### config.mk
export PLATFORM = sky130hd
export DESIGN_NAME = uart_tx_arbiter
export DESIGN_NICKNAME = d
export VERILOG_FILES = /design/src/rtl/uart_pkg.sv /design/src/rtl/rr_pick2.sv /design/src/rtl/uart_tx_arbiter.sv
export SDC_FILE = /design/constraint.sdc
export NUM_CORES = 1
export LEC_CHECK = 0
export CAP_MARGIN = 10
export CORE_MARGIN = 8
export CORE_UTILIZATION = 36
export DETAILED_ROUTE_END_ITERATION = 10
export GPL_ROUTABILITY_DRIVEN = 0
export GPL_TIMING_DRIVEN = 1
export PLACE_DENSITY = 0.79
export SETUP_SLACK_MARGIN = 0.2
export SLEW_MARGIN = 30
export SYNTH_ARGS = -nofsm -noshare
export SYNTH_HDL_FRONTEND = slang
export SYNTH_SLANG_ARGS = --single-unit
### constraint.sdc
create_clock -name clk -period 1.3 [get_ports clk]
set_input_delay 0.195 -clock clk [delete_from_list [all_inputs] [get_ports clk]]
set_output_delay 0.195 -clock clk [all_outputs]
set_load 0.02 [all_outputs]
### src/rtl/uart_pkg.sv
// Shared UART types and constants.
// Exports byte_t, ASCII_CR and the line-lock state encoding.
package uart_pkg;

    typedef logic [7:0] byte_t;

    localparam byte_t ASCII_CR = 8'h0D;

    typedef enum logic {
        LK_IDLE,
        LK_LOCKED
    } lock_state_e;

endpackage

### src/rtl/rr_pick2.sv
// Two-way round-robin picker (combinational).
// Ports: request[1:0] in, last in (previous winner), grant[1:0] out (one-hot or zero).
module rr_pick2 (
    input  logic [1:0] request,
    input  logic       last,
    output logic [1:0] grant
);

    // On a tie the requester that did not win last time is served.
    assign grant[0] = request[0] & (~request[1] | last);
    assign grant[1] = request[1] & (~request[0] | ~last);

endmodule

### src/rtl/uart_tx_arbiter.sv
// Round-robin arbiter feeding one UART transmitter from two FWFT FIFOs.
// Ports: clk, rst (async active-low); din0/empty0/re0, din1/empty1/re1
// requester read ports; dout/empty/re transmitter read port; owner.
// Define UART_TX_ARB_LOCK_EN to build the line-lock FSM (EOL, MAX_LINE).
module uart_tx_arbiter
    import uart_pkg::*;
#(
    parameter byte_t EOL      = ASCII_CR,
    parameter int    MAX_LINE = 64
) (
    input  logic       clk,
    input  logic       rst,
    input  logic [7:0] din0,
    input  logic       empty0,
    output logic       re0,
    input  logic [7:0] din1,
    input  logic       empty1,
    output logic       re1,
    output logic [7:0] dout,
    output logic       empty,
    input  logic       re,
    output logic       owner
);

    logic [1:0] elig;
    logic [1:0] req;
    logic [1:0] grant;
    logic       can_load;
    logic       load;
    logic       win;
    byte_t      din_sel;

    byte_t buf_data_q, buf_data_d;
    logic  buf_full_q, buf_full_d;
    logic  owner_q, owner_d;
    logic  last_q, last_d;

    assign req      = elig & ~{empty1, empty0};
    assign can_load = ~buf_full_q | re;
    assign load     = can_load & (|req);
    assign win      = grant[1];
    assign din_sel  = win ? din1 : din0;

    rr_pick2 u_pick (
        .request (req),
        .last    (last_q),
        .grant   (grant)
    );

    // Pops are gated by rst so no pulse escapes while reset is held.
    assign re0 = rst & load & ~win;
    assign re1 = rst & load & win;

    always_comb begin
        buf_data_d = buf_data_q;
        buf_full_d = buf_full_q;
        owner_d    = owner_q;
        last_d     = last_q;
        if (load) begin
            buf_data_d = din_sel;
            buf_full_d = 1'b1;
            owner_d    = win;
            // A lock release is always a load by the lock owner, so
            // this also hands priority to the other requester.
            last_d     = win;
        end else if (re) begin
            buf_full_d = 1'b0;
        end
    end

    always_ff @(posedge clk or negedge rst) begin
        if (!rst) begin
            buf_data_q <= 8'h00;
            buf_full_q <= 1'b0;
            owner_q    <= 1'b0;
            last_q     <= 1'b1;
        end else begin
            buf_data_q <= buf_data_d;
            buf_full_q <= buf_full_d;
            owner_q    <= owner_d;
            last_q     <= last_d;
        end
    end

    assign dout  = buf_data_q;
    assign empty = ~buf_full_q;
    assign owner = owner_q;

`ifdef UART_TX_ARB_LOCK_EN
    localparam int CW = $clog2(MAX_LINE + 1);

    lock_state_e   state_q, state_d;
    logic          lock_owner_q, lock_owner_d;
    logic [CW-1:0] cnt_q, cnt_d;
    logic          is_eol;
    logic          at_max;

    assign is_eol = (din_sel == EOL);
    assign at_max = (int'(cnt_q) + 1) == MAX_LINE;

    // While locked, the other requester waits even if the owner is empty.
    assign elig = (state_q == LK_LOCKED)
                ? (lock_owner_q ? 2'b10 : 2'b01)
                : 2'b11;

    always_comb begin
        state_d      = state_q;
        lock_owner_d = lock_owner_q;
        cnt_d        = cnt_q;
        if (load) begin
            unique case (state_q)
                LK_IDLE: begin
                    if (!is_eol && MAX_LINE > 1) begin
                        state_d      = LK_LOCKED;
                        lock_owner_d = win;
                        cnt_d        = CW'(1);
                    end
                end
                LK_LOCKED: begin
                    cnt_d = cnt_q + CW'(1);
                    if (is_eol || at_max) begin
                        state_d = LK_IDLE;
                        cnt_d   = '0;
                    end
                end
                default: state_d = LK_IDLE;
            endcase
        end
    end

    always_ff @(posedge clk or negedge rst) begin
        if (!rst) begin
            state_q      <= LK_IDLE;
            lock_owner_q <= 1'b0;
            cnt_q        <= '0;
        end else begin
            state_q      <= state_d;
            lock_owner_q <= lock_owner_d;
            cnt_q        <= cnt_d;
        end
    end
`else
    logic unused_cfg;

    assign elig       = 2'b11;
    assign unused_cfg = ^{EOL, 8'(MAX_LINE)};
`endif

endmodule

Word level (Yosys, flattened, before mapping)
Cells that the tools add are included.
Word-level totals
  logic and storage cells: 21
  register bits after elaboration: 11
  output and inout bits: 12
  input port bits: 21
Cells by class
  multiplexer cells: 3
  bitwise operators: 12
  reductions and logical operators: 2
Operators by type and width (number)
  2-to-1 mux 8 bit: 1
  AND 1 bit: 5
  NOT 1 bit: 4
  2-to-1 mux 1 bit: 2
  NOT 2 bit: 1
  bitwise OR 1 bit: 2
  nonzero test 2 bit: 1
  OR reduction 2 bit: 1

Longest topological paths before layout
  depth in word-level cells: 6
  mapped depth: 4
  gate-level depth less buffers: 3

By module
Synthesis repeated with hierarchy kept, for this count alone.
Second synthesis, totals
  cells, all modules: 55
  area, all modules: 603.1 µm²
By module, submodules not included
  uart_tx_arbiter: seq. area each 276.5 µm², times used 1, area an instance 584.3 µm², cells an instance 52
  rr_pick2: seq. area each 0.0 µm², times used 1, area an instance 18.8 µm², cells an instance 3

Least setup slack after synthesis
No wires, ideal clock.
  kind: reg-to-output
  from: reg last_q
  to: out re0
  data arrival time: 1378 ps
  required time: 1105 ps
  path slack: -273 ps
  stages on the path, launching flop included: 5
  buffers on the path: 1
  path through: dfstp_2 -> nor2b_1 -> buf_2 -> nor2_2 -> nor3b_1
Between the ends
  word-level cells in the longest chain between the ends: 5
RTL lines
  from (decl): line uart_tx_arbiter.sv:36  | logic last_q, last_d;
  from (signal assigned): line uart_tx_arbiter.sv:81  | last_q <= last_d;
  NOT 1 bit: line rr_pick2.sv:11  | assign grant[1] = request[1] & (~request[0] | ~last);
  bitwise OR 1 bit: line rr_pick2.sv:11
  AND 1 bit: line rr_pick2.sv:11
  NOT 1 bit: line uart_tx_arbiter.sv:51  | assign re0 = rst & load & ~win;
  AND 1 bit: line uart_tx_arbiter.sv:51
  to (decl): line uart_tx_arbiter.sv:15  | output logic re0,
No other way between the ends.

Worst setup path after layout
Ends and elaborated chain as after synthesis.

==> results.md <==
Yosys:
- Summed over its instances, the top area cell type makes up 43.6% of the synthesized netlist area.
- The share of async-settable or async-resettable flops after synthesis is 100%.
- A synthesized cell averages 9.12 µm².
- In the synthesized netlist the dominant register cell turns out to be sky130_fd_sc_hd__dfrtp_1.
- Sequential elements use 48.1% of the synthesized area.
- During synthesis, Yosys emitted a total of 0 warnings.
- The post-synthesis cell area is 574 µm².
- The gate count after technology mapping is 63.
- When the netlist entered floorplanning its net count stood at 84.
- The synthesis-stage register bit count is 11.
- The number of flops mapped to enable cells by yosys is 0.
- In the post-synthesis netlist, the biggest area contributors are sky130_fd_sc_hd__dfrtp_1 44%, sky130_fd_sc_hd__a21oi_1 8.7%, sky130_fd_sc_hd__a31oi_1 8.7%, sky130_fd_sc_hd__nand3_1 7.8%, sky130_fd_sc_hd__o21ai_0 7.0%.
- The largest total area in the synthesized netlist belongs to sky130_fd_sc_hd__dfrtp_1.
- Sorting the synthesized cells by how often they occur yields 10 x sky130_fd_sc_hd__a21oi_1, 10 x sky130_fd_sc_hd__dfrtp_1, 9 x sky130_fd_sc_hd__nand3_1, 8 x sky130_fd_sc_hd__a31oi_1, 8 x sky130_fd_sc_hd__o21ai_0.
- The number of distinct library cell variants in the gate-level netlist after synthesis is 20.

Routing:
- The first detailed-routing pass took 4 iterations.
- The total via count after detailed routing is 677.
- The number of antenna-violating nets in the routed design is 0.
- The average detailed-routed wire length per instance is 16.7 µm.
- After detailed routing, the total wire length is 2020 µm.
- In the routed design, unresolved DRC markers number 0.
- Dividing the detail-routed via count by the number of cells gives 5.60.
- For this block, the initial DRC count from the detailed router was 29.

Finish:
- The final antenna diode count is 0.
- The number of nets at the end of the flow is 127.
- Across the whole layout, storage elements account for 277 µm².
- At the end of the flow the core is filled with cells to 65.4%.
- Summing all multi-input logic gate instances after layout gives 285 µm².
- The number of fill cells in the layout is 132.
- The layout overhead on the synthesized area is 71.5%.
- Of the cells placed in the final design, the portion with a size suffix greater than 1 is 32.4%.
- After routing the design area is 985 µm².

Global route:
- The via count of the first global-routing pass is 683.
- In the global route stage, overall resource usage came out at 12.9%.
- The initial antenna violation count is 0.
- The global-route wire length before repair is 3280 µm.
- The pin count of the biggest net entering global routing is 14.
- The total congestion overflow after global routing is 0.

STA:
- The worst clock skew on the final layout is 0.00614 ns.
- The minimum period implied by the final worst setup slack is 1.55 ns.
- Headroom to the max-slew limit came out at 81.3%.
- The actual slew at the worst max-slew pin is 0.280 ns.
- The number of pins with negative max-slew slack in the final report is 0.
- The number of hold-slack violations in the final timing report was 0.
- The number of failing setup endpoints in the final timing report is 10.
- In the post-route analysis, the smallest setup slack over all paths is -0.254 ns.
- After routing, the total negative slack on setup checks comes to -1.58 ns.
- Setup repair after global routing could not meet its margin everywhere.
- The fmax is 643 MHz.
- The final clock period utilization by the worst path is 120%.

Placement:
- OpenSTA, run right after detailed placement, puts the worst setup slack at -0.734 ns.
- In this run the tool buffered the top-level ports with 32 buffer cells.
- The wire-length estimate of the detail-placed layout is 1440 µm.
- Once placement finished, the instance area stood at 958 µm².

Critical path:
- The signal on the critical path passes through nor2b_4, nor2_4, nor3b_4, buf_6.
- The setup path with the least slack is of type flip-flop to primary output.
- The capturing element type of the critical path is a primary output.
- The data required time of the critical path is 1.11 ns.
- The type of element launching the critical path is a flip-flop.
- STA puts the critical path data arrival time at 1.36 ns.
- On the worst path, the slowest cell contributes a delay of 0.54 ns.
- The highest-delay cell along the critical path is sky130_fd_sc_hd__dfstp_2.
- Along the worst path, the maximum fanout reaches 3.

Clock tree:
- The cell at the root of the clock tree is sky130_fd_sc_hd__clkbuf_4.
- At the later pin of the worst-skew pair, clock insertion delay measures 0.27 ns.
- The number of buffers on the longest clock path is 2.
- The number of sinks handled by clock tree synthesis is 11.
- The number of hold buffers added after CTS was 0.
- The level count of the clock H-tree is 1.
- The clock tree from TritonCTS is yes.
- TritonCTS created 3 clock buffers.
- After clock tree synthesis, the clock-pin slew on the worst setup and hold paths is 0.07 ns.

Pwr:
- The total power per unit cell area is 1110 nW/µm².
- The power consumption is 1.10 mW.
- The leakage power figure is 0.431 nW.
- IR analysis of the VDD net gives a maximum drop of 0.653 mV.

Floorplanning:
- The floorplan die width is 55.9 µm.
- The floorplan core area is 1510 µm².
- For this configuration, the core starts out at a cell density of 38.1%.
- From bottom edge to top edge, the die measures 55.9 µm.
- The number of placement rows is 14.
- The number of top-level design ports is 33.
- The floorplan step defined a die boundary enclosing 3130 µm².

Run status:
- The final reports fail on negative setup slack.
- The run finished, with violations left.

Job:
- Across the run, the number of max-cap violations was 0.

Hold path:
- The path type of the worst min-delay path is input port to asynchronous set/reset pin.
## metal layers
metal | track usage [%] | vias up | part of all wire [%]
met5 | 0 | - | 0
met4 | 7.56 | 0 | 2.4
met3 | 5.25 | 4 | 8.1
met2 | 21.0 | 44 | 52
met1 | 13.8 | 317 | 38
li1 | - | 312 | -
## path summary, 6_finish.rpt
| path | startpoint | endpoint | slack [ns] | depth (start not counted) |
|---|---|---|---|---|
| worst max-delay path | last_q | re0 | -0.25 | 4 |
| worst max register to register | last_q | dout[4] | -0.20 | 7 |
| worst min register to register | owner | owner | 0.49 | 1 |
| min in group clk | empty0 | buf_full_q | 0.40 | 2 |
| worst min-delay path | rst | buf_full_q | 0.29 | 2 |
| max in group asynchronous | rst | last_q | 0.74 | 2 |
## what timing repair did
action	in CTS	in global routing
endpoints found under the setup margin	22	13
hold endpoints to repair	0	0
pin swaps	4	5
setup buffers	3	0
gates resized for setup	60	1
## power breakdown
group	total [mW]	switching [mW]	internal (mW)	leakage (nW)
registers	0.434	0.0317	0.402	0.122
logic	0.428	0.220	0.208	0.293
clock network	0.236	0.117	0.119	0.0150
## cell type report
type                       count  area share, %
clock buffer                   4           2.67
tap                           16           2.03
timing repair buffer          43           37.4
multi-input combinational     45           29.0
sequential                    11           28.1
inverter                       2          0.889
## worst max-delay path, delay by kind of cell, from the launching register on
| family | cells | cell delay (ns) |
|---|---|---|
| buffers and inverters | 1 | 0.14 |
| and+or+nand+nor | 3 | 0.41 |
| DFF | 1 | 0.54 |
## cells in the final DEF, fill, tap and decap left out, drive strengths merged
master,count
o21ai,8
nand2b,2
dfrtp,10
nand3,9
a22o,1
nor2,1
a21oi,10
and2,1
inv,1
a31oi,8
buf,23
dlygate4sd2,1
dfstp,1
and3,1
nand2,2
nor2b,1
clkinv,1
clkbuf,4
nor3b,1
clkdlybuf4s50,19
## per-stage QoR
step | std cells | hold slack, ns
6_report | 121 | 0.288
5_1_grt | 121 | 0.293
4_1_cts | 121 | 0.301
3_5_place_dp | 114 | 0.481
3_3_place_gp | 114 | 0.487
2_1_floorplan | 63 | -0.101
## sequential cells by signal (all words and copies together), names as in the netlist
signal and count:
owner 1, dout 8, last_q 1, buf_full_q 1
## cells by family after synthesis
group | after synthesis | synth area share (%)
AO/OA/AOI/OAI | 27 | 25.9
buffers and inverters | 7 | 7.19
flip-flops | 11 | 48.1
AND/OR/NAND/NOR | 18 | 18.7
(Power assumes the default switching activity.)
